[config.mk]
export PLATFORM = sky130hd
export DESIGN_NAME = frame_read_sequencer
export DESIGN_NICKNAME = d
export VERILOG_FILES = /design/src/rtl/frame_seq_pkg.sv /design/src/rtl/frame_seq_timer.sv /design/src/rtl/frame_read_sequencer.sv
export SDC_FILE = /design/constraint.sdc
export NUM_CORES = 1
export LEC_CHECK = 0
export ABC_AREA = 0
export BUFFER_PORTS_ARGS = -buffer_cell sky130_fd_sc_hd__buf_2
export CAP_MARGIN = 20
export CORE_ASPECT_RATIO = 1.1
export CORE_MARGIN = 3
export CORE_UTILIZATION = 51
export DETAILED_ROUTE_END_ITERATION = 6
export PLACE_DENSITY = 0.77
export RECOVER_POWER = 25
export SYNTH_ARGS = -nofsm -noshare
export SYNTH_HDL_FRONTEND = slang
export SYNTH_SLANG_ARGS = --single-unit
export TNS_END_PERCENT = 100
[constraint.sdc]
create_clock -name HCLK -period 2.19 [get_ports HCLK]
set_clock_uncertainty 0.1 [all_clocks]
set_input_delay 0.3285 -clock HCLK [delete_from_list [all_inputs] [get_ports HCLK]]
set_output_delay 0.3285 -clock HCLK [all_outputs]
set_load 0.005 [all_outputs]
[src/rtl/frame_seq_pkg.sv]
// Shared types and widths for the frame-read sequencer: FSM state encoding
// and the row/column/sync counter widths.
package frame_seq_pkg;

  localparam int ROW_W  = 10;
  localparam int COL_W  = 11;
  localparam int SYNC_W = 9;

  typedef enum logic [1:0] {
    S_IDLE  = 2'b00,
    S_VSYNC = 2'b01,
    S_HSYNC = 2'b10,
    S_DATA  = 2'b11
  } state_e;

endpackage

[src/rtl/frame_seq_timer.sv]
// Loadable down-counter with terminal-count flag and synchronous clear; times
// both the VSYNC start-up interval and the per-line HSYNC blanking interval.
module frame_seq_timer
  import frame_seq_pkg::*;
(
  input  logic              clk,
  input  logic              rst_n,
  input  logic              clr_i,
  input  logic              load_i,
  input  logic [SYNC_W-1:0] load_val_i,
  input  logic              en_i,
  output logic              tc_o
);

  logic [SYNC_W-1:0] cnt_q, cnt_d;

  always_comb begin
    cnt_d = cnt_q;
    if (clr_i) begin
      cnt_d = '0;
    end else if (load_i) begin
      cnt_d = load_val_i;
    end else if (en_i && !tc_o) begin
      cnt_d = cnt_q - SYNC_W'(1);
    end
  end

  always_ff @(posedge clk or negedge rst_n) begin
    if (!rst_n) begin
      cnt_q <= '0;
    end else begin
      cnt_q <= cnt_d;
    end
  end

  assign tc_o = (cnt_q == '0);

endmodule

[src/rtl/frame_read_sequencer.sv]
// Stallable, abortable full-frame readout scheduler: VSYNC start-up, then per
// line HSYNC blanking followed by pixel-pair addresses. Define ROW_FLIP_EN to
// address lines bottom-up (line_base counts down from the last line).
module frame_read_sequencer
  import frame_seq_pkg::*;
#(
  parameter int WIDTH          = 768,
  parameter int HEIGHT         = 512,
  parameter int START_UP_DELAY = 100,
  parameter int HSYNC_DELAY    = 160,
  parameter int ADDR_W         = 19
) (
  input  logic              HCLK,
  input  logic              HRESETn,
  input  logic              start,
  input  logic              abort,
  output logic              VSYNC,
  output logic              HSYNC,
  output logic              busy,
  output logic              pix_valid,
  input  logic              pix_ready,
  output logic [ADDR_W-1:0] pix_addr,
  output logic [ROW_W-1:0]  pix_row,
  output logic [COL_W-1:0]  pix_col,
  output logic              pix_sol,
  output logic              pix_eol,
  output logic              pix_eof,
  output logic              ctrl_done
);

  // Timer holds DELAY-1 so the terminal count lands on the last interval cycle.
  localparam logic [SYNC_W-1:0] SU_LOAD   = SYNC_W'(START_UP_DELAY - 1);
  localparam logic [SYNC_W-1:0] HS_LOAD   = SYNC_W'(HSYNC_DELAY - 1);
  localparam logic [COL_W-1:0]  COL_LAST  = COL_W'(WIDTH - 2);
  localparam logic [ROW_W-1:0]  ROW_LAST  = ROW_W'(HEIGHT - 1);
  localparam logic [ADDR_W-1:0] LINE_STEP = ADDR_W'(WIDTH);
`ifdef ROW_FLIP_EN
  localparam logic [ADDR_W-1:0] BASE_INIT = ADDR_W'((HEIGHT - 1) * WIDTH);
`else
  localparam logic [ADDR_W-1:0] BASE_INIT = '0;
`endif

  state_e            state_q, state_d;
  logic [COL_W-1:0]  col_q, col_d;
  logic [ROW_W-1:0]  row_q, row_d;
  logic [ADDR_W-1:0] base_q, base_d;
  logic              done_q, done_d;

  logic              tmr_clr, tmr_load, tmr_en, tmr_tc;
  logic [SYNC_W-1:0] tmr_val;
  logic              xfer;

  assign xfer = pix_valid & pix_ready;

  frame_seq_timer u_timer (
    .clk        (HCLK),
    .rst_n      (HRESETn),
    .clr_i      (tmr_clr),
    .load_i     (tmr_load),
    .load_val_i (tmr_val),
    .en_i       (tmr_en),
    .tc_o       (tmr_tc)
  );

  // NOTE: every always_comb output gets a default first so no path infers a latch.
  always_comb begin
    state_d  = state_q;
    col_d    = col_q;
    row_d    = row_q;
    base_d   = base_q;
    done_d   = 1'b0;
    tmr_clr  = 1'b0;
    tmr_load = 1'b0;
    tmr_val  = SU_LOAD;
    tmr_en   = 1'b0;

    if (abort) begin
      state_d = S_IDLE;
      col_d   = '0;
      row_d   = '0;
      base_d  = '0;
      tmr_clr = 1'b1;
    end else begin
      unique case (state_q)
        S_IDLE: begin
          if (start) begin
            state_d  = S_VSYNC;
            base_d   = BASE_INIT;
            tmr_load = 1'b1;
          end
        end
        S_VSYNC: begin
          tmr_en = 1'b1;
          if (tmr_tc) begin
            state_d  = S_HSYNC;
            tmr_load = 1'b1;
            tmr_val  = HS_LOAD;
          end
        end
        S_HSYNC: begin
          tmr_en = 1'b1;
          if (tmr_tc) begin
            state_d = S_DATA;
          end
        end
        S_DATA: begin
          if (xfer) begin
            if (col_q == COL_LAST) begin
              col_d = '0;
              if (row_q == ROW_LAST) begin
                // Frame finished: return to a clean IDLE so a new start needs no cleanup.
                state_d = S_IDLE;
                done_d  = 1'b1;
                row_d   = '0;
                base_d  = '0;
              end else begin
                state_d  = S_HSYNC;
                row_d    = row_q + ROW_W'(1);
                tmr_load = 1'b1;
                tmr_val  = HS_LOAD;
`ifdef ROW_FLIP_EN
                base_d   = base_q - LINE_STEP;
`else
                base_d   = base_q + LINE_STEP;
`endif
              end
            end else begin
              col_d = col_q + COL_W'(2);
            end
          end
        end
        default: state_d = S_IDLE;
      endcase
    end
  end

  // NOTE: sequential state uses non-blocking assignments so all registers update together.
  always_ff @(posedge HCLK or negedge HRESETn) begin
    if (!HRESETn) begin
      state_q <= S_IDLE;
      col_q   <= '0;
      row_q   <= '0;
      base_q  <= '0;
      done_q  <= 1'b0;
    end else begin
      state_q <= state_d;
      col_q   <= col_d;
      row_q   <= row_d;
      base_q  <= base_d;
      done_q  <= done_d;
    end
  end

  assign pix_valid = (state_q == S_DATA);
  assign HSYNC     = pix_valid;
  assign VSYNC     = (state_q == S_VSYNC);
  assign busy      = (state_q != S_IDLE);
  assign pix_addr  = pix_valid ? (base_q + ADDR_W'(col_q)) : '0;
  assign pix_row   = row_q;
  assign pix_col   = col_q;
  assign pix_sol   = pix_valid & (col_q == '0);
  assign pix_eol   = pix_valid & (col_q == COL_LAST);
  assign pix_eof   = pix_eol & (row_q == ROW_LAST);
  assign ctrl_done = done_q;

endmodule

==> flow_metrics.env, run 1 <==
export IMPL_drt_initial_drc_count=223
export IMPL_slew_headroom=0.278
export IMPL_fmax_mhz=405
export IMPL_swShare=0.366
export IMPL_synthToLayoutAreaGrowth_pct=29.1
export IMPL_path_class="reg2out"
export IMPL_grt_max_degree=44
export IMPL_synth_area_mm2=0.00302
export IMPL_synth_top_area_share=0.357
export IMPL_ir_drop_mv=0.462
export IMPL_overflow=0
export IMPL_io_pins=53
export IMPL_grt_pass1_vias=2817
export IMPL_fin_area_mm2=0.00389
export IMPL_async_flop_share=1.00
export IMPL_ys_ff_latch=43
export IMPL_critical_path_max_stage_delay_ns=0.42
export IMPL_drv_cap=0
export IMPL_vias=2919
export IMPL_synth_area_top_cells="dfrtp_1 36%, ha_1 5.4%, nor2_1 4.9%, xnor2_1 4.1%, nand2_1 4.0%"
export IMPL_drv_slew=0
export IMPL_clkSinkCount=43
export IMPL_core_mm2=0.00554
export IMPL_ys_warn_count=0
export IMPL_synth_edf_count=0
export IMPL_ys_types=63
export IMPL_rsz0062_at_grt="yes"
export IMPL_cp_arrival_ns=2.04
export IMPL_pwr_share_comb=0.462
export IMPL_grt_first_pass_wirelength_um=12700
export IMPL_routed_wl_um=7720
export IMPL_clk_pin_slew_ns=0.09
export IMPL_post_route_period_util=1.13
export IMPL_dp_hpwl_um=5330
export IMPL_nets=457
export IMPL_final_antenna_net_count=0
export IMPL_hold_viol=0
export IMPL_dp_cells=498
export IMPL_port_buffers=50
export IMPL_antennaDiodeCount=0
export IMPL_critPathSlowestCell="dfrtp_1"
export IMPL_crit_fanout=4
export IMPL_pwr_share_seq=0.307
export IMPL_worst_setup_path_start_kind="flop"
export IMPL_power_net_switching_mw=1.18
export IMPL_drc=0
export IMPL_gp_congestion=0.904
export IMPL_htreeDepth=2
export IMPL_fin_crit_ns=2.47
export IMPL_die_area_mm2=0.00688
export IMPL_die_h_um=86.7
export IMPL_layoutNonFillerInstCount=515
export IMPL_post_drt_wl_per_cell_um=15.0
export IMPL_p_leak_nw=1.86
export IMPL_hold_path_class="in2async"
export IMPL_drive_above_1_share=0.325
export IMPL_cp_num_buf_inv=1
export IMPL_seq_area_frac_synth=0.357
export IMPL_violations="negative setup slack"
export IMPL_die_w_um=79.3
export IMPL_yosys_top_cells_count="43 x dfrtp_1, 39 x nor2_1, 32 x nand2_1"
export IMPL_yosysTopAreaCell="dfrtp_1"
export IMPL_initial_utilization=0.545
export IMPL_path_cells="ha_4, a21o_1, a21oi_2, o22a_2, nor3_2, xor2_1, and2_1, buf_2"
export IMPL_p_total_mw=3.22
export IMPL_grt_usage=0.227
export IMPL_firstDrtPassIters=4
export IMPL_outcome="complete, but fails checks"
export IMPL_syn_instance_count=351
export IMPL_tns_ns=-1.68
export IMPL_root_buffer="clkbuf_8"
export IMPL_yosysMostFrequentCell="dfrtp_1"
export IMPL_clock_path_buffers=2
export IMPL_clk_latency_ns=0.30
export IMPL_power_density_mw_per_mm2=827
export IMPL_cts_buffers_inserted=5
export IMPL_endpoint_kind="output pin"
export IMPL_antenna_found_initial=0
export IMPL_path_delay_family="compound AO/OA/AOI/OAI gates"
export IMPL_syn_mean_instance_area_um2=8.60
export IMPL_cts_hold_buffers=0
export IMPL_p_clk_frac=0.231
export IMPL_tritoncts="yes"
export IMPL_setup_violations=8
export IMPL_rows=28
export IMPL_layout_setup_ws_ns=-0.282
export IMPL_p_int_mw=2.04
export IMPL_tightestPinTransition_ns=1.08
export IMPL_crit_required_ns=1.76
export IMPL_postLayoutCoreUtil=0.704
export IMPL_vias_per_cell=5.67
export IMPL_place_area_mm2=0.00358
export IMPL_synth_ff_type="dfrtp_1"
timing repair:
item | 4_1_cts | 5_1_grt
hold endpoints to repair | 0 | 0
setup buffers | 1 | 8
pin swaps | 6 | 12
setup endpoints to repair | 13 | 27
resized for setup | 5 | 21
cells in the final DEF, fill, tap and decap left out, types with 3 or more instances in the layout:
cell	Yosys	routed
a21boi_1	3	3
a21o_1	4	4
a21oi_1	11	9
a22o_1	4	4
a31oi_1	6	6
and2_1	15	15
and3_1	5	5
buf_2	3	50
buf_4	6	45
clkbuf_8	0	5
conb_1	1	3
dfrtp_1	43	40
dfrtp_2	0	3
ha_1	13	10
inv_1	14	14
nand2_1	32	29
nand2_2	1	4
nand2b_1	3	3
nand3_1	11	11
nand4_1	9	9
nor2_1	39	38
nor2b_1	3	3
nor3_1	7	4
nor4_1	3	3
o21ai_0	20	20
o21ai_1	13	13
o31ai_1	4	4
or3_1	6	5
or4_4	1	3
xnor2_1	14	14
xor2_1	9	9
sequential cells by signal, summed over array words and instances (netlist names):
register and flops:
base_q 11, pix_col 10, pix_row 10, u_timer.cnt_q 9
state_q 2, ctrl_done 1
path summary, 6_finish.rpt:
check                            from               end  slack [ns]  cells after the start
max                         base_q[9]      pix_addr[16]       -0.28                      8
max in group asynchronous     HRESETn        state_q[1]        1.06                      2
min reg2reg                base_q[18]        base_q[18]        0.41                      1
min in group HCLK               abort        pix_row[6]        0.21                      2
max reg2reg                pix_col[9]  u_timer.cnt_q[7]        0.05                      7
min                           HRESETn        pix_row[7]        0.19                      2
layout make-up:
type | count | area (µm²)
clock buffer | 6 | 72.6
clock inverter | 2 | 60.1
fill | 439 | 1640
inverter | 14 | 52.6
multi-input combinational | 278 | 1930
sequential | 43 | 1080
tap | 75 | 93.8
timing repair buffer | 97 | 604
power groups by stage:
stage | Combinational (mW) | Sequential, mW | Clock, mW
final | 1.49 | 0.989 | 0.742
after detailed placement | 1.25 | 0.983 | 0
after global routing | 1.62 | 1.00 | 0.783
after CTS | 1.29 | 0.978 | 0.747
after floorplan | 0.871 | 0.985 | 0
after global placement | 1.21 | 0.982 | 0
cells by family (layout without fill, tap and decap cells):
| logic type | Yosys count | count (layout) | synth area share |
|---|---|---|---|
| buf+inv | 32 | 119 | 0.0485 |
| compound gates | 87 | 87 | 0.201 |
| xor+xnor | 23 | 23 | 0.0668 |
| mux | 1 | 1 | 0.00373 |
| simple gates | 151 | 151 | 0.268 |
| flops | 43 | 43 | 0.357 |
| fa+ha+maj | 13 | 13 | 0.0539 |
| other cells | 1 | 3 | 0.00124 |
stage by stage:
step	hold slack [ns]	worst slack, ns
CTS	0.00842	-0.314
global placement	0.331	0.0704
global route	0.219	-0.389
floorplan	-0.0671	0.0160
finish	0.194	-0.282
detailed placement	0.341	-0.00198
layer usage:
metal	vias to the layer above	GRT usage	wire [µm]
met3	13	0.0364	298
li1	1418	-	-
met5	-	0	0
met2	71	0.406	4030
met4	0	0.0547	110
met1	1417	0.287	3280
Power figures use the tool's default switching activity.
==> inputs of run 2 (changes only) <==
RECOVER_POWER = 100   (was 25)
==> run 2 against run 1 <==
The run still ends with negative setup slack left. Register-to-register slack worse by 0.12 ns. Via count up 0.31%. Critical path type unchanged. Cell count unchanged.
==> flow_metrics.env, run 2 (same netlist as run 1, synthesis figures left out) <==
export IMPL_setup_violations=13
export IMPL_r2r_slack_ns=-0.07
export IMPL_layout_setup_ws_ns=-0.289
export IMPL_clk_latency_ns=0.30
export IMPL_ir_drop_mv=0.462
export IMPL_grt_first_pass_wirelength_um=12700
export IMPL_grt_use_met1=0.287
export IMPL_outcome="complete, but fails checks"
export IMPL_port_buffers=50
export IMPL_violations="negative setup slack"
export IMPL_die_area_mm2=0.00688
export IMPL_clkSinkCount=43
export IMPL_layoutNonFillerInstCount=515
export IMPL_crit_fanout=4
export IMPL_regToRegStartpoint="pix_col[9]"
export IMPL_core_mm2=0.00554
export IMPL_cp_arrival_ns=2.05
export IMPL_gp_congestion=0.904
export IMPL_fin_area_mm2=0.00384
export IMPL_grt_usage=0.227
export IMPL_vias=2928
export IMPL_grt_pass1_vias=2817
export IMPL_slew_headroom=0.272
export IMPL_synthToLayoutAreaGrowth_pct=27.1
export IMPL_drive_above_1_share=0.282
export IMPL_nFillCells=458
export IMPL_fmax_mhz=403
export IMPL_firstDrtPassIters=4
export IMPL_use_met2=0.406
export IMPL_routed_wl_um=7670
export IMPL_nets=457
export IMPL_p_total_mw=3.22
export IMPL_antenna_found_initial=0
export IMPL_rsz0062_at_grt="yes"
export IMPL_die_h_um=86.7
export IMPL_reg2regPathDepth=7
export IMPL_dp_hpwl_um=5330
export IMPL_clock_path_buffers=2
export IMPL_tightestPinTransition_ns=1.09
export IMPL_hold_viol=0
export IMPL_initial_utilization=0.545
export IMPL_cts_buffers_inserted=5
export IMPL_drt_initial_drc_count=214
export IMPL_root_buffer="clkbuf_8"
export IMPL_reg2reg_to="u_timer.cnt_q[7]"
export IMPL_dp_cells=498
export IMPL_final_antenna_net_count=0
export IMPL_final_cell_mix="47 x buf_2, 42 x dfrtp_1, 38 x nor2_1, 30 x buf_4, 29 x nand2_1"
export IMPL_grt_max_degree=44
export IMPL_antennaDiodeCount=0
export IMPL_path_class="reg2out"
export IMPL_overflow=0
export IMPL_htreeDepth=2
export IMPL_endpoint_kind="output pin"
export IMPL_post_route_period_util=1.13
export IMPL_timing_hold_ws_ns=0.200
export IMPL_place_area_mm2=0.00358
export IMPL_io_pins=53
export IMPL_worst_setup_path_start_kind="flop"
export IMPL_fin_crit_ns=2.48
export IMPL_die_w_um=79.3
export IMPL_crit_required_ns=1.76
export IMPL_tritoncts="yes"
export IMPL_largest_reg_flops=11
export IMPL_power_density_mw_per_mm2=839
export IMPL_busiest_layer="met2"
export IMPL_clk_pin_slew_ns=0.09
export IMPL_p_leak_nw=1.79
export IMPL_drc=0
export IMPL_drv_slew=0
export IMPL_top_register="base_q"
export IMPL_grt_use_met3=0.0364
export IMPL_hold_path_class="in2async"
export IMPL_drv_cap=0
export IMPL_vias_per_cell=5.69
export IMPL_final_common_cell="buf_2"
export IMPL_rows=28
export IMPL_post_drt_wl_per_cell_um=14.9
-- run 2: cell count changes in the layout (fill, tap and decap cells not counted) --
cell / previous run / this run
dfrtp_1: 40 / 42
buf_2: 50 / 47
and2_1: 15 / 14
dfrtp_2: 3 / 1
buf_4: 45 / 30
and2_0: 0 / 1
clkbuf_4: 0 / 1
clkbuf_1: 1 / 18
-- run 2: what timing repair did --
action	4_1_cts	5_1_grt
gates resized for setup	5	21
hold buffers	0	0
endpoints found under the hold margin	0	0
cloned	0	0
pin swaps	6	12
setup endpoints to repair	13	27
buffers inserted	1	8
-- run 2: final cells by class --
type,count,area (µm²),share of cell area
Inverter,14,52.6,0.0137
Clock inverter,2,60.1,0.0157
Tap cell,75,93.8,0.0245
Sequential cell,43,1080,0.281
Timing Repair Buffer,97,548,0.143
Clock buffer,6,72.6,0.0189
Multi-Input combinational cell,278,1930,0.504
-- run 2: power by group --
group          internal (mW)  total (mW)  switching, mW  leakage, nW
combinational          0.698        1.49          0.789         1.13
clock                  0.456       0.743          0.287       0.0654
sequential             0.884       0.987          0.103        0.591
-- run 2: worst max-delay path by stage --
stage                     slack (ns)        startpoint          endpoint
final                          -0.29         base_q[9]      pix_addr[14]
after global routing           -0.39         base_q[9]      pix_addr[16]
after CTS                      -0.31         base_q[9]      pix_addr[16]
after detailed placement      -0.002  u_timer.cnt_q[0]  u_timer.cnt_q[2]
after global placement          0.07  u_timer.cnt_q[1]  u_timer.cnt_q[7]
after floorplan                 0.02        pix_row[0]  u_timer.cnt_q[6]
-- run 2: metal layers --
layer | wire length [µm] | share of wire
met2 | 3990 | 0.52
met3 | 328 | 0.043
met5 | 0 | 0
met1 | 3240 | 0.42
met4 | 111 | 0.014
-- run 2: through the flow --
stage,utilization,setup TNS [ns],worst slack [ns]
detailed placement,0.647,-0.00198,-0.00198
floorplan,-,0,0.0160
global route,0.693,-3.63,-0.389
global placement,0.647,0,0.0704
CTS,0.677,-1.86,-0.314
finish,0.693,-1.94,-0.289
-- run 2: worst max-delay path: stages, from the launching register on --
cell and delay, ns:
dfrtp_1 0.42, ha_4 0.29, a21o_1 0.15, a21oi_2 0.07, o22a_2 0.27, or3_1 0.32, a21boi_1 0.11, buf_2 0.12
